==> src/rtl/wb_arb_pkg.sv <==
// Shared types for the two-master Wishbone arbiter: FSM state, master-to-slave
// request bundle and slave-to-master response bundle.
package wb_arb_pkg;

    localparam int ADR_W = 32;
    localparam int DAT_W = 32;
    localparam int SEL_W = 4;

    typedef enum logic [1:0] {
        IDLE  = 2'd0,
        OWN   = 2'd1,
        ABORT = 2'd2
    } arb_state_t;

    typedef struct packed {
        logic [ADR_W-1:0] adr;
        logic [DAT_W-1:0] dat;
        logic [SEL_W-1:0] sel;
        logic             we;
        logic             cyc;
        logic             stb;
    } wb_m2s_t;

    typedef struct packed {
        logic [DAT_W-1:0] dat;
        logic             ack;
        logic             err;
    } wb_s2m_t;

    // Watchdog counter width; never narrower than one bit, even with the watchdog off.
    function automatic int cnt_width(input int timeout);
        return (timeout < 2) ? 1 : $clog2(timeout + 1);
    endfunction

    function automatic logic [1:0] owner_onehot(input logic owner);
        return owner ? 2'b10 : 2'b01;
    endfunction

endpackage

==> src/rtl/wb_arb_if.sv <==
// One Wishbone classic link: request bundle toward the slave side, response
// bundle back toward the master side.
interface wb_arb_if;
    import wb_arb_pkg::*;

    wb_m2s_t m2s;
    wb_s2m_t s2m;

    modport master (output m2s, input s2m);
    modport slave  (input m2s, output s2m);

endinterface

==> src/rtl/wb_arb_timer.sv <==
// Saturating bus-timeout counter: counts silent strobe cycles and flags the
// cycle in which the count reaches TIMEOUT-1 while the slave is still silent.
module wb_arb_timer
    import wb_arb_pkg::*;
#(
    parameter int TIMEOUT = 255
)
(
    input  logic clk,
    input  logic rst,
    input  logic en,
    input  logic clr,
    output logic expire
);

    localparam int            CW      = cnt_width(TIMEOUT);
    localparam logic [CW-1:0] LIMIT   = CW'((TIMEOUT > 0) ? TIMEOUT - 1 : 0);
    localparam logic [CW-1:0] CNT_MAX = '1;
    localparam logic          WD_ON   = (TIMEOUT != 0);

    logic [CW-1:0] cnt_q;

    always_ff @(posedge clk or posedge rst) begin
        if (rst) begin
            cnt_q <= '0;
        end else if (clr || !en) begin
            cnt_q <= '0;
        end else if (cnt_q != CNT_MAX) begin
            cnt_q <= cnt_q + CW'(1);
        end
    end

    // en already excludes ack/err, so a terminating slave always beats the abort.
    assign expire = WD_ON && en && (cnt_q == LIMIT);

endmodule

==> src/rtl/wb_arbiter2.sv <==
// Two-master Wishbone B4 classic arbiter: round-robin per tenure, grant held
// until the owner drops cyc, stalled slaves aborted by a watchdog.
module wb_arbiter2
    import wb_arb_pkg::*;
#(
    parameter int TIMEOUT = 255
)
(
    input  logic       wb_clk_i,
    input  logic       wb_rst_i,
    wb_arb_if.slave    m0,
    wb_arb_if.slave    m1,
    wb_arb_if.master   s,
    output logic [1:0] grant_o
);

    arb_state_t state_q, state_d;
    logic       owner_q, owner_d;
    logic       last_q, last_d;
    logic       expire;
    logic       wd_en;
    logic       wd_clr;
    wb_m2s_t    own_req;

    assign own_req = owner_q ? m1.m2s : m0.m2s;

    always_ff @(posedge wb_clk_i or posedge wb_rst_i) begin
        if (wb_rst_i) begin
            state_q <= IDLE;
            owner_q <= 1'b0;
            last_q  <= 1'b1;
        end else begin
            state_q <= state_d;
            owner_q <= owner_d;
            last_q  <= last_d;
        end
    end

    always_comb begin
        state_d = state_q;
        owner_d = owner_q;
        last_d  = last_q;
        case (state_q)
            IDLE: begin
                if (m0.m2s.cyc || m1.m2s.cyc) begin
                    state_d = OWN;
                    // Under contention the master that did not hold the last tenure wins.
                    owner_d = (m0.m2s.cyc && m1.m2s.cyc) ? ~last_q : m1.m2s.cyc;
                    last_d  = owner_d;
                end
            end
            OWN: begin
                if (!own_req.cyc) begin
                    state_d = IDLE;
                end else if (expire) begin
                    state_d = ABORT;
                end
            end
            ABORT: begin
                if (!own_req.cyc) begin
                    state_d = IDLE;
                end
            end
            default: state_d = IDLE;
        endcase
    end

    assign wd_en  = (state_q == OWN) && own_req.stb && !s.s2m.ack && !s.s2m.err;
    assign wd_clr = (state_d != state_q);

    wb_arb_timer #(
        .TIMEOUT (TIMEOUT)
    ) u_timer (
        .clk    (wb_clk_i),
        .rst    (wb_rst_i),
        .en     (wd_en),
        .clr    (wd_clr),
        .expire (expire)
    );

    // Read data is broadcast; only terminations are steered by ownership.
    always_comb begin
        s.m2s   = '0;
        m0.s2m  = '{dat: s.s2m.dat, ack: 1'b0, err: 1'b0};
        m1.s2m  = '{dat: s.s2m.dat, ack: 1'b0, err: 1'b0};
        grant_o = 2'b00;
        case (state_q)
            OWN: begin
                s.m2s   = own_req;
                grant_o = owner_onehot(owner_q);
                if (owner_q) begin
                    m1.s2m.ack = s.s2m.ack;
                    m1.s2m.err = s.s2m.err | expire;
                end else begin
                    m0.s2m.ack = s.s2m.ack;
                    m0.s2m.err = s.s2m.err | expire;
                end
            end
            ABORT: begin
                grant_o = owner_onehot(owner_q);
            end
            default: begin
                grant_o = 2'b00;
            end
        endcase
    end

endmodule

==> src/flat_wrapper.sv <==
// flat-port wrapper written by rule: the top's interface ports become plain ports
module wb_arbiter2_flat import wb_arb_pkg::*;
#(
    parameter int TIMEOUT = 255
)
  (wb_clk_i, wb_rst_i, grant_o, m0_m2s, m0_s2m, m1_m2s, m1_s2m, s_m2s, s_s2m);
  wb_arb_if m0_i ();
  wb_arb_if m1_i ();
  wb_arb_if s_i ();
  input  logic wb_clk_i;
  input  logic wb_rst_i;
  output logic [1:0] grant_o;
  input wire logic [$bits(m0_i.m2s)-1:0] m0_m2s;
  output wire logic [$bits(m0_i.s2m)-1:0] m0_s2m;
  input wire logic [$bits(m1_i.m2s)-1:0] m1_m2s;
  output wire logic [$bits(m1_i.s2m)-1:0] m1_s2m;
  output wire logic [$bits(s_i.m2s)-1:0] s_m2s;
  input wire logic [$bits(s_i.s2m)-1:0] s_s2m;
  assign m0_i.m2s = m0_m2s;
  assign m0_s2m = m0_i.s2m;
  assign m1_i.m2s = m1_m2s;
  assign m1_s2m = m1_i.s2m;
  assign s_m2s = s_i.m2s;
  assign s_i.s2m = s_s2m;
  wb_arbiter2 #(.TIMEOUT(TIMEOUT)) u_core (.wb_clk_i(wb_clk_i), .wb_rst_i(wb_rst_i), .m0(m0_i), .m1(m1_i), .s(s_i), .grant_o(grant_o));
endmodule
==> config.mk <==
export PLATFORM = sky130hd
export DESIGN_NAME = wb_arbiter2_flat
export DESIGN_NICKNAME = d
export VERILOG_FILES = /design/src/rtl/wb_arb_pkg.sv /design/src/rtl/wb_arb_if.sv /design/src/rtl/wb_arb_timer.sv /design/src/rtl/wb_arbiter2.sv /design/src/flat_wrapper.sv
export SDC_FILE = /design/constraint.sdc
export NUM_CORES = 1
export LEC_CHECK = 0
export BUFFER_PORTS_ARGS = -buffer_cell sky130_fd_sc_hd__clkbuf_2
export CORE_AREA = 2 2 124 126
export DETAILED_ROUTE_END_ITERATION = 8
export DIE_AREA = 0 0 126 128
export GPL_TIMING_DRIVEN = 0
export PLACE_DENSITY_LB_ADDON = 0.12
export SLEW_MARGIN = 5
export SYNTH_ARGS = -nofsm -noshare
export SYNTH_HDL_FRONTEND = slang
export SYNTH_HIERARCHICAL = 1
export SYNTH_SLANG_ARGS = --single-unit
==> constraint.sdc <==
create_clock -name wb_clk_i -period 5.49 [get_ports wb_clk_i]
set_input_delay 0.2745 -clock wb_clk_i [delete_from_list [all_inputs] [get_ports wb_clk_i]]
set_output_delay 0.2745 -clock wb_clk_i [all_outputs]
set_load 0.1 [all_outputs]
==> results.sh <==
export IMPL_status="complete, no violations"
export IMPL_use_met1_pct=16.5
export IMPL_ys_seq_area_share_pct=12.8
export IMPL_drt_pre_antenna_iters=4
export IMPL_fin_cells=795
export IMPL_wl_um=11600
export IMPL_drc=0
export IMPL_rsz0062_at_grt="no"
export IMPL_use_met2_pct=23.8
export IMPL_dieArea_um2=16100
export IMPL_postCtsHoldBufs=1
export IMPL_hp_class="input port to flop"
export IMPL_via_per_inst=3.91
export IMPL_post_cts_buffers=0
export IMPL_end_kind="flop"
export IMPL_dp_cells=790
export IMPL_core_um2=14900
export IMPL_postSynthAreaPerCell_um2=7.48
export IMPL_grt_pass1_wl_um=16400
export IMPL_routabilityCongestion=0.819
export IMPL_htree_levels=1
export IMPL_synth_fp_nets=500
export IMPL_numPortBuffers=286
export IMPL_met3_usage_pct=1.71
export IMPL_synth_cells=316
export IMPL_synthSimpleGateAreaFrac_pct=20.7
export IMPL_die_y_um=128
export IMPL_period_share_pct=64.0
export IMPL_arrival_ns=3.62
export IMPL_io_pins=319
export IMPL_synthAdderAreaFrac_pct=3.17
export IMPL_postRouteAntennaNets=0
export IMPL_tns_ns=0
export IMPL_grt_use_total_pct=12.8
export IMPL_tightest_slew_ns=0.560
export IMPL_yosys_area_top_type="mux2i_1"
export IMPL_drt_initial_drc_count=83
export IMPL_start_kind="flop"
export IMPL_final_common_cell="clkbuf_2"
export IMPL_hold_ws_ns=0.295
export IMPL_initial_core_util_pct=15.9
export IMPL_muxShareOfSynthArea_pct=30.5
export IMPL_crit_type="flop to flop"
export IMPL_busiest_layer="met2"
export IMPL_hold_violations=0
export IMPL_synth_top_area_share_pct=30.5
export IMPL_min_path_cells=2
export IMPL_synth_area_um2=2360
export IMPL_yosysWarningCount=6
export IMPL_maxCapViolations=0
export IMPL_cts_made_buffers=3
export IMPL_syn2layout_area_growth_pct=74.7
export IMPL_synth_compound_area_share_pct=7.57
export IMPL_synth_top_family_by_area="multiplexers"
export IMPL_clock_sinks=12
export IMPL_ctsResizeCount=0
export IMPL_max_freq_ghz=0.285
export IMPL_wire_per_inst_um=14.6
export IMPL_cp_cell_sequence="inv_1 > ha_1 > inv_1 > clkbuf_1 > nor4_1 > nand3_1 > nor2_1 > or3b_2 > o31a_1 > o21ai_0 > a311o_1 > nor2b_1 > o21ai_0 > a31oi_1"
export IMPL_grt_pass1_vias=2867
export IMPL_worst_r2r_cell_count=14
export IMPL_ys_types=38
export IMPL_grt_ovfl_total=0
export IMPL_setup_viol=0
export IMPL_finalClockSkew_ns=0.00368
export IMPL_critPathMaxStageDelay_ns=0.60
export IMPL_ys_top_cells_by_area="mux2i_1 (30%), buf_4 (22%), nor2_1 (12%), dfrtp_1 (12%), ha_1 (3.2%)"
export IMPL_ys_ff_latch=12
export IMPL_clk_latency_ns=0.24
export IMPL_clockBufferDepth=2
export IMPL_cts_tree="built"
export IMPL_rows=45
export IMPL_final_cell_mix="clkbuf_2 (286), nor2_1 (77), mux2i_1 (72)"
export IMPL_synth_ff_type="dfrtp_1"
export IMPL_drv_slew=0
export IMPL_via_count=3109
export IMPL_crit_fanout=10
export IMPL_maxSlewHeadroom_pct=62.3
export IMPL_synth_edf_count=0
export IMPL_synthArstFlopShare_pct=100
export IMPL_cp_required_ns=5.60
export IMPL_layout_drive_gt1_share_pct=60.6
export IMPL_root_buffer="clkbuf_16"
export IMPL_fillers=1661
export IMPL_synth_xor_area_share_pct=0
export IMPL_fin_crit_ns=3.51
export IMPL_insertedDiodeCount=0
export IMPL_final_nets=792
export IMPL_dp_hpwl_um=10600
export IMPL_path_clk_slew_ns=0.04
export IMPL_die_x_um=126
export IMPL_grt_max_degree=11
export IMPL_grt_antenna_before_repair=0
export IMPL_crit_slowest_cell="nor4_1"
-- final cells by class --
type	count	area [um^2]	area share, %
multi-input cells	214	1470	35.5
repair buffers	287	1440	34.9
plain buffers	82	568	13.8
flip-flops and latches	12	302	7.30
well taps	188	235	5.70
clock buffers	4	88.8	2.15
inverters	8	30.0	0.727
-- metrics by stage --
stage               util, %  cell area (um^2)  setup WS [ns]
global placement       27.1              4030           1.97
global route           27.8              4130           1.64
CTS                    27.8              4130           1.93
floorplan                 -              2360           1.52
finish                 27.8              4130           1.98
detailed placement     27.1              4030           1.96
-- synth_stat cells (3+ instances only) --
library cell and n:
a21oi_1 6, buf_4 68, nand2_1 7, buf_2 4, ha_1 6, nor2_1 77, nor3_1 6, nand3_1 3
dfrtp_1 11, inv_1 8, mux2i_1 72, clkbuf_1 10, a31oi_1 5, o21ai_0 5
-- path summary, 6_finish.rpt --
kind	from	endpoint	slack [ns]
setup reg to reg	u_core/state_q[1]$_DFF_PP0_	u_core/u_timer/cnt_q[4]$_DFFE_PP0P_	1.98
hold reg to reg	u_core/last_q$_DFFE_PP1P_	u_core/last_q$_DFFE_PP1P_	0.54
max in group asynchronous	wb_rst_i	u_core/u_timer/cnt_q[5]$_DFFE_PP0P_	4.72
min in group asynchronous	wb_rst_i	u_core/state_q[1]$_DFF_PP0_	0.47
hold / removal	m0_m2s[1]	u_core/last_q$_DFFE_PP1P_	0.30
setup / recovery	u_core/state_q[1]$_DFF_PP0_	u_core/u_timer/cnt_q[4]$_DFFE_PP0P_	1.98
-- logic make-up (layout without fill, tap and decap cells) --
logic type | after synthesis | in the layout
mux | 72 | 72
flops | 12 | 12
fa+ha+maj | 6 | 6
simple gates | 110 | 110
compound gates | 26 | 26
buf+inv | 90 | 381
-- sequential cells by signal, summed over array words and instances, names as in the netlist --
name / flops
u_core/last_q: 1
u_core/u_timer/cnt_q: 8
u_core/state_q: 2
u_core/owner_q: 1
-- routing by layer --
layer | routed length [um] | share of wire [%]
met4 | 23 | 0.20
met1 | 4800 | 41
met3 | 659 | 5.7
met2 | 6150 | 53
met5 | 0 | 0
-- critical path: cells and delay by family (launching register included) --
kind	cells	cell delay, ns
fa+ha+maj	1	0.23
buf+inv	3	0.50
flops	1	0.43
simple gates	5	1.58
compound gates	5	0.63
Power is not shown: default switching activity piles up to over one toggle a cycle in this logic, so the estimate is an artifact.
